File: src/rtl/pipe_state_dumper.sv
// Streams a latched pipeline snapshot, the register file and data memory as
// a byte frame into the UART TX FIFO: header, bundle bytes, register words, memory words.
module pipe_state_dumper #(
  parameter int unsigned NB_REG   = 32,
  parameter int unsigned NB_R_INT = 376,
  parameter int unsigned N_REGS   = 32,
  parameter int unsigned N_MEM    = 32,
  parameter logic [7:0]  HDR_BYTE = 8'hA5
) (
  input  logic                i_clk,
  input  logic                i_reset,
  input  logic                i_start,
  input  logic [NB_R_INT-1:0] i_reg_int,
  input  logic [NB_REG-1:0]   i_reg_data,
  input  logic [NB_REG-1:0]   i_mem_data,
  input  logic                i_tx_full,
  output logic [NB_REG-1:0]   o_addr,
  output logic                o_wr_tx,
  output logic [7:0]          o_tx_data,
  output logic                o_busy,
  output logic                o_done
);

  localparam int unsigned INT_BYTES  = NB_R_INT / 8;
  localparam int unsigned WORD_BYTES = NB_REG / 8;
  localparam int unsigned CNT_W      = $clog2(INT_BYTES + WORD_BYTES);

  typedef enum logic [2:0] {
    S_IDLE, S_HDR, S_INT, S_RD_ADDR, S_RD_SEND, S_DONE
  } state_t;

  state_t              state_q,     state_d;
  logic [NB_R_INT-1:0] shadow_q,    shadow_d;
  logic [NB_REG-1:0]   word_q,      word_d;
  logic [NB_REG-1:0]   idx_q,       idx_d;
  logic [CNT_W-1:0]    cnt_q,       cnt_d;
  logic                mem_phase_q, mem_phase_d;
  logic                have_word_q, have_word_d;
  logic                busy_q,      busy_d;
  logic                done_q,      done_d;
  logic                send_c;
  logic                wr_c;

  // A byte is offered whenever a send state holds valid data; the FIFO full
  // flag gates the strobe in the same cycle so nothing is lost or repeated.
  always_comb begin
    send_c = (state_q == S_HDR) || (state_q == S_INT) ||
             ((state_q == S_RD_SEND) && have_word_q);
    wr_c   = send_c && !i_tx_full;
  end

  always_comb begin
    o_tx_data = 8'h00;
    case (state_q)
      S_HDR:   o_tx_data = HDR_BYTE;
      S_INT:   o_tx_data = shadow_q[NB_R_INT-1 -: 8];
      S_RD_SEND: if (have_word_q) o_tx_data = word_q[NB_REG-1 -: 8];
      default: o_tx_data = 8'h00;
    endcase
  end

  // Next-state: bundle and words are shifted left so the outgoing byte is always the top one.
  always_comb begin
    state_d     = state_q;
    shadow_d    = shadow_q;
    word_d      = word_q;
    idx_d       = idx_q;
    cnt_d       = cnt_q;
    mem_phase_d = mem_phase_q;
    have_word_d = have_word_q;

    case (state_q)
      S_IDLE: begin
        if (i_start) begin
          shadow_d    = i_reg_int;
          cnt_d       = '0;
          idx_d       = '0;
          mem_phase_d = 1'b0;
          have_word_d = 1'b0;
          state_d     = S_HDR;
        end
      end
      S_HDR: begin
        if (wr_c) begin
          cnt_d   = '0;
          state_d = S_INT;
        end
      end
      S_INT: begin
        if (wr_c) begin
          shadow_d = shadow_q << 8;
          if (cnt_q == CNT_W'(INT_BYTES - 1)) begin
            cnt_d       = '0;
            idx_d       = '0;
            mem_phase_d = 1'b0;
            state_d     = S_RD_ADDR;
          end else begin
            cnt_d = cnt_q + CNT_W'(1);
          end
        end
      end
      S_RD_ADDR: begin
        have_word_d = 1'b0;
        state_d     = S_RD_SEND;
      end
      S_RD_SEND: begin
        if (!have_word_q) begin
          word_d      = mem_phase_q ? i_mem_data : i_reg_data;
          have_word_d = 1'b1;
        end else if (wr_c) begin
          word_d = word_q << 8;
          if (cnt_q == CNT_W'(WORD_BYTES - 1)) begin
            cnt_d       = '0;
            have_word_d = 1'b0;
            state_d     = S_RD_ADDR;
            if (!mem_phase_q) begin
              if (idx_q == NB_REG'(N_REGS - 1)) begin
                mem_phase_d = 1'b1;
                idx_d       = '0;
              end else begin
                idx_d = idx_q + NB_REG'(1);
              end
            end else if (idx_q == NB_REG'(N_MEM - 1)) begin
              idx_d   = '0;
              state_d = S_DONE;
            end else begin
              idx_d = idx_q + NB_REG'(1);
            end
          end else begin
            cnt_d = cnt_q + CNT_W'(1);
          end
        end
      end
      S_DONE: begin
        state_d = S_IDLE;
      end
      default: state_d = S_IDLE;
    endcase

    busy_d = (state_d != S_IDLE) && (state_d != S_DONE);
    done_d = (state_d == S_DONE);
  end

  always_ff @(posedge i_clk or negedge i_reset) begin
    if (!i_reset) begin
      state_q     <= S_IDLE;
      shadow_q    <= '0;
      word_q      <= '0;
      idx_q       <= '0;
      cnt_q       <= '0;
      mem_phase_q <= 1'b0;
      have_word_q <= 1'b0;
      busy_q      <= 1'b0;
      done_q      <= 1'b0;
    end else begin
      state_q     <= state_d;
      shadow_q    <= shadow_d;
      word_q      <= word_d;
      idx_q       <= idx_d;
      cnt_q       <= cnt_d;
      mem_phase_q <= mem_phase_d;
      have_word_q <= have_word_d;
      busy_q      <= busy_d;
      done_q      <= done_d;
    end
  end

  assign o_addr  = idx_q;
  assign o_wr_tx = wr_c;
  assign o_busy  = busy_q;
  assign o_done  = done_q;

endmodule

File: config.mk
export PLATFORM = sky130hd
export DESIGN_NAME = pipe_state_dumper
export DESIGN_NICKNAME = d
export VERILOG_FILES = /design/src/rtl/pipe_state_dumper.sv
export SDC_FILE = /design/constraint.sdc
export NUM_CORES = 1
export LEC_CHECK = 0
export ABC_AREA = 1
export CAP_MARGIN = 20
export CELL_PAD_IN_SITES_DETAIL_PLACEMENT = 0
export CELL_PAD_IN_SITES_GLOBAL_PLACEMENT = 2
export CORE_MARGIN = 1.5
export CORE_UTILIZATION = 38
export CTS_BUF_LIST = sky130_fd_sc_hd__clkbuf_4
export CTS_CLUSTER_DIAMETER = 30
export DETAILED_ROUTE_END_ITERATION = 12
export DONT_BUFFER_PORTS = 1
export GPL_ROUTABILITY_DRIVEN = 0
export PLACE_DENSITY = 0.89
export SYNTH_ARGS = -nofsm -noshare
export SYNTH_HDL_FRONTEND = slang
export SYNTH_SLANG_ARGS = --single-unit
File: constraint.sdc
create_clock -name i_clk -period 1.8 [get_ports i_clk]
set_input_delay 0.18 -clock i_clk [delete_from_list [all_inputs] [get_ports i_clk]]
set_output_delay 0.18 -clock i_clk [all_outputs]
set_load 0.05 [all_outputs]
==> results of run 1 <==
-- stage by stage --
step           setup TNS, ns  instances  hold WS [ns]  utilization  instance area, sq um
2_1_floorplan         -0.504       2786        -0.116            -                 22600
3_3_place_gp         -0.0491       3493        -0.101        0.409                 24100
3_5_place_dp         -0.0784       3493        -0.102        0.409                 24100
-- Yosys cell counts, types with 7 or more instances --
| library cell | number |
|---|---|
| o21ai_1 | 126 |
| inv_1 | 433 |
| dfrtp_1 | 453 |
| mux2i_1 | 7 |
| a21oi_1 | 50 |
| nand2_1 | 625 |
| o21ai_0 | 322 |
| o211ai_1 | 368 |
| xor2_1 | 10 |
| buf_4 | 12 |
| nor3_1 | 19 |
| nand4_1 | 8 |
| buf_2 | 82 |
| clkbuf_1 | 91 |
| nand3_1 | 58 |
| nor2_1 | 77 |
-- kinds of logic after synthesis --
group | count (synthesis) | synth area share
adders and majority gates | 3 | 0.00166
buffers and inverters | 633 | 0.113
and+or+nand+nor | 804 | 0.142
xor gates and xnor gates | 11 | 0.00426
muxes | 7 | 0.00310
DFF | 453 | 0.501
AOI/OAI and AO/OA | 875 | 0.235
==> flow_summary.ini, run 1 <==
[logic_synthesis]
ys_warn_count = 0
ys_seq_area_frac = 0.501
yosys.area.top_type = dfrtp_1
yosys_most_used_dff = dfrtp_1
syn_avg_cell_area_sq_um = 8.12
async_reset_ff_frac = 1.00
synth_edf_count = 0
synth_top_area_share = 0.501
synth_area_leaders = dfrtp_1, o211ai_1, nand2_1
ys_seq_elements = 453
synth_cells = 2786
synth_area_sq_mm = 0.0226
yosys.cell_types.count = 33
syn-num-nets = 3233

[clock_network]
cts_hold_buf = 750
cts.sinks = 453
clockRootBuffer = clkbuf_4
cts_setup_buffers = 24
cts_max_level = 4
ctsResizeCount = 81
cts_buffers = 143
cts_buffer_depth = 3

[placement]
io_buffers = 0
hpwl_um = 45600
post-place-ws_ns = -0.0497

[status]
status = aborted with a tool error
first-error = [ERROR RSZ-0060] Max buffer count reached.
lastStage = clock tree synthesis (4_1_cts)

[floorplan]
die_height_um = 247
rows = 89
ios = 487
die_w_um = 247
start_util = 0.384
==> inputs of run 2 (changes only) <==
CELL_PAD_IN_SITES_DETAIL_PLACEMENT = unset   (was 0)
CELL_PAD_IN_SITES_GLOBAL_PLACEMENT = unset   (was 2)
CORE_UTILIZATION = 40   (was 38)
CTS_BUF_LIST = unset   (was sky130_fd_sc_hd__clkbuf_4)
CTS_CLUSTER_DIAMETER = unset   (was 30)
PLACE_DENSITY = unset   (was 0.89)
PLACE_DENSITY_LB_ADDON = 0.15   (was unset)
==> run 2 against run 1 <==
Compared with the run above: the flow now finishes, with violations (hold timing, slew limit, setup timing); synthesized cell count stayed put; area after synthesis stayed put.
==> flow_summary.ini, run 2 <==
[status]
status = finished, violations left
failed_checks = hold timing, slew limit, setup timing

[detailed_routing]
viasPerCell = 5.41
wire_per_inst_um = 20.2
first_pass_iters = 6
drt_iter0_drc = 1873
via_count = 22700
drt-total-wl_um = 84500
postRouteAntennaNets = 0
drc = 0

[logic_synthesis]
yosys_most_used_dff = dfrtp_1
yosysMostFrequentCell = nand2_1
yosys.area_share.adder = 0.00166
syn-num-nets = 3233
ys_seq_elements = 453
synth_area_leaders = dfrtp_1, o211ai_1, nand2_1
synth_xor_area_frac = 0.00426
yosys.area.top_type = dfrtp_1
synth_area_sq_mm = 0.0226
synthMuxAreaShare = 0.00310
synth_cells = 2786
syn_avg_cell_area_sq_um = 8.12
yosys.cell_types.count = 33
async_reset_ff_frac = 1.00
synth-compound-area-share = 0.235
ys_warn_count = 0
synth_top_area_share = 0.501
ys_seq_area_frac = 0.501
synth_top_family_by_area = compound AO/OA/AOI/OAI gates
synth_edf_count = 0
ys_top_cells_by_count = nand2_1, dfrtp_1, inv_1, o211ai_1, o21ai_0
synthSimpleGateAreaFrac = 0.142

[clock_network]
clockRootBuffer = clkbuf_16
clock_latency_ns = 0.59
cts_buffers = 52
clkTransAtPathRegs_ns = 0.07
cts_tree = built
cts_buffer_depth = 3
cts.sinks = 453
cts_max_level = 2

[cells_and_area]
largest_register_ffs = 376
final_common_cell = nand2_1
layout_common_cells = nand2_1, dfrtp_1, dlygate4sd3_1
final_area_sq_mm = 0.0339
fin_cells = 4184
syn_to_final_growth_pct = 49.8
drive_above_1_share = 0.123
final_util = 0.611
top_register = shadow_q
fillCellCount = 4503
nets = 3824

[floorplan]
ios = 487
core_area_sq_mm = 0.0555
die_w_um = 241
rows = 86
die_height_um = 241
start_util = 0.408
die_area_sq_mm = 0.0580

[timing]
finalHoldViolCount = 453
tightestPinTransition_ns = 2.24
period_needed_ns = 2.06
worst_slack_ns = -0.263
setup_viol = 395
whs_ns = -0.682
rsz0062_at_grt = yes
slew-limit-headroom = -0.496
drv_slew = 259
fin_crit_sh = 1.15
fin_skew_ns = 0.0155
finalSetupTns_ns = -27.87
clock.fmax_mhz = 485

[grt]
track_usage = 0.231
antenna_found_initial = 18
globalRouteOverflowTotal = 0
grt_max_degree = 454
grt_first_pass_wirelength_um = 108000
grt_pass1_vias = 20700

[worst_setup_path]
crit_chain = buf_6 -> nor2_4 -> nand3_2 -> buf_8 -> o221ai_4 -> buf_6
slowest_delay_ns = 0.40
critPathKind = reg2out
crit_required_ns = 1.62
cp_num_buf_inv = 3
critical_path.max_fanout = 8
slowest_stage = dfrtp_1
worst_path_dominant_cell_family = buffers and inverters
worst_ep_arrival_time_ns = 1.88
end_kind = output port
path_common_cell = buf_6
critPathLaunchType = flip-flop

[placement]
post_dp_cell_area_sq_mm = 0.0241
dp_cells = 3469
io_buffers = 0
hpwl_um = 45000

[run]
maxCapViolations = 0

[pwr]
p_leak_nw = 14.7
power.density_mw_per_mm2 = 1580
ir_worst_vdd_mv = 0.970

[hold_path]
hold_path_class = in2async
-- run 2: layout make-up --
| type | count | area, sq um | share of cell area |
|---|---|---|---|
| Antenna cell | 20 | 50.0 | 0.00148 |
| Clock buffer | 77 | 1570 | 0.0462 |
| Clock inverter | 16 | 168 | 0.00495 |
| Inverter | 441 | 1680 | 0.0495 |
| Multi-Input combinational cell | 1700 | 8930 | 0.263 |
| Sequential cell | 453 | 11300 | 0.335 |
| Tap cell | 748 | 936 | 0.0276 |
| Timing Repair Buffer | 729 | 9230 | 0.272 |
-- run 2: cells by family (layout without fill, tap and decap cells) --
family          Yosys count  in the layout
other cells               0             20
xor+xnor                 11             11
simple gates            804            804
mux                       7              7
buf+inv                 633           1263
compound gates          875            875
fa+ha+maj                 3              3
flops                   453            453
-- run 2: timing repair --
item | in CTS | in global routing
endpoints found under the setup margin | 9 | 448
hold endpoints to repair | 870 | 454
resized for setup | 42 | 291
hold buffers | 441 | 1
pin swaps | 1 | 34
setup buffers | 5 | 54
cloned | 0 | 101
-- run 2: power breakdown --
group | internal [W] | leakage [nW] | switching (W) | total (W)
clock | 0.00642 | 0.858 | 0.00441 | 0.0108
combinational | 0.0122 | 8.22 | 0.0143 | 0.0265
sequential | 0.0148 | 5.62 | 0.00144 | 0.0163
-- run 2: stage by stage --
step                total power (W)  worst slack (ns)
finish                       0.0536            -0.263
global route                 0.0567            -0.321
global placement             0.0320            0.0795
CTS                          0.0448            -0.265
detailed placement           0.0325            0.0309
floorplan                    0.0279           -0.0800
-- run 2: path summary, 6_finish.rpt --
path	startpoint	endpoint	slack [ns]	cells after the start
max in group asynchronous	i_reset	o_addr[7]	0.72	0
worst min-delay path	i_reset	word_q[2]	-0.68	0
worst max-delay path	state_q[0]	o_tx_data[5]	-0.26	6
min in group i_clk	i_mem_data[28]	word_q[28]	0.06	4
worst min register to register	word_q[22]	word_q[22]	0.49	2
worst max register to register	state_q[0]	shadow_q[252]	-0.18	13
-- run 2: layer usage --
| metal | vias up | global-route usage | wire length (um) |
|---|---|---|---|
| met1 | 10900 | 0.295 | 34400 |
| met4 | 2 | 0.0860 | 3350 |
| li1 | 10500 | - | - |
| met5 | - | 0 | 11 |
| met2 | 1014 | 0.386 | 41000 |
| met3 | 269 | 0.0486 | 5700 |
Power figures use the tool's default switching activity.
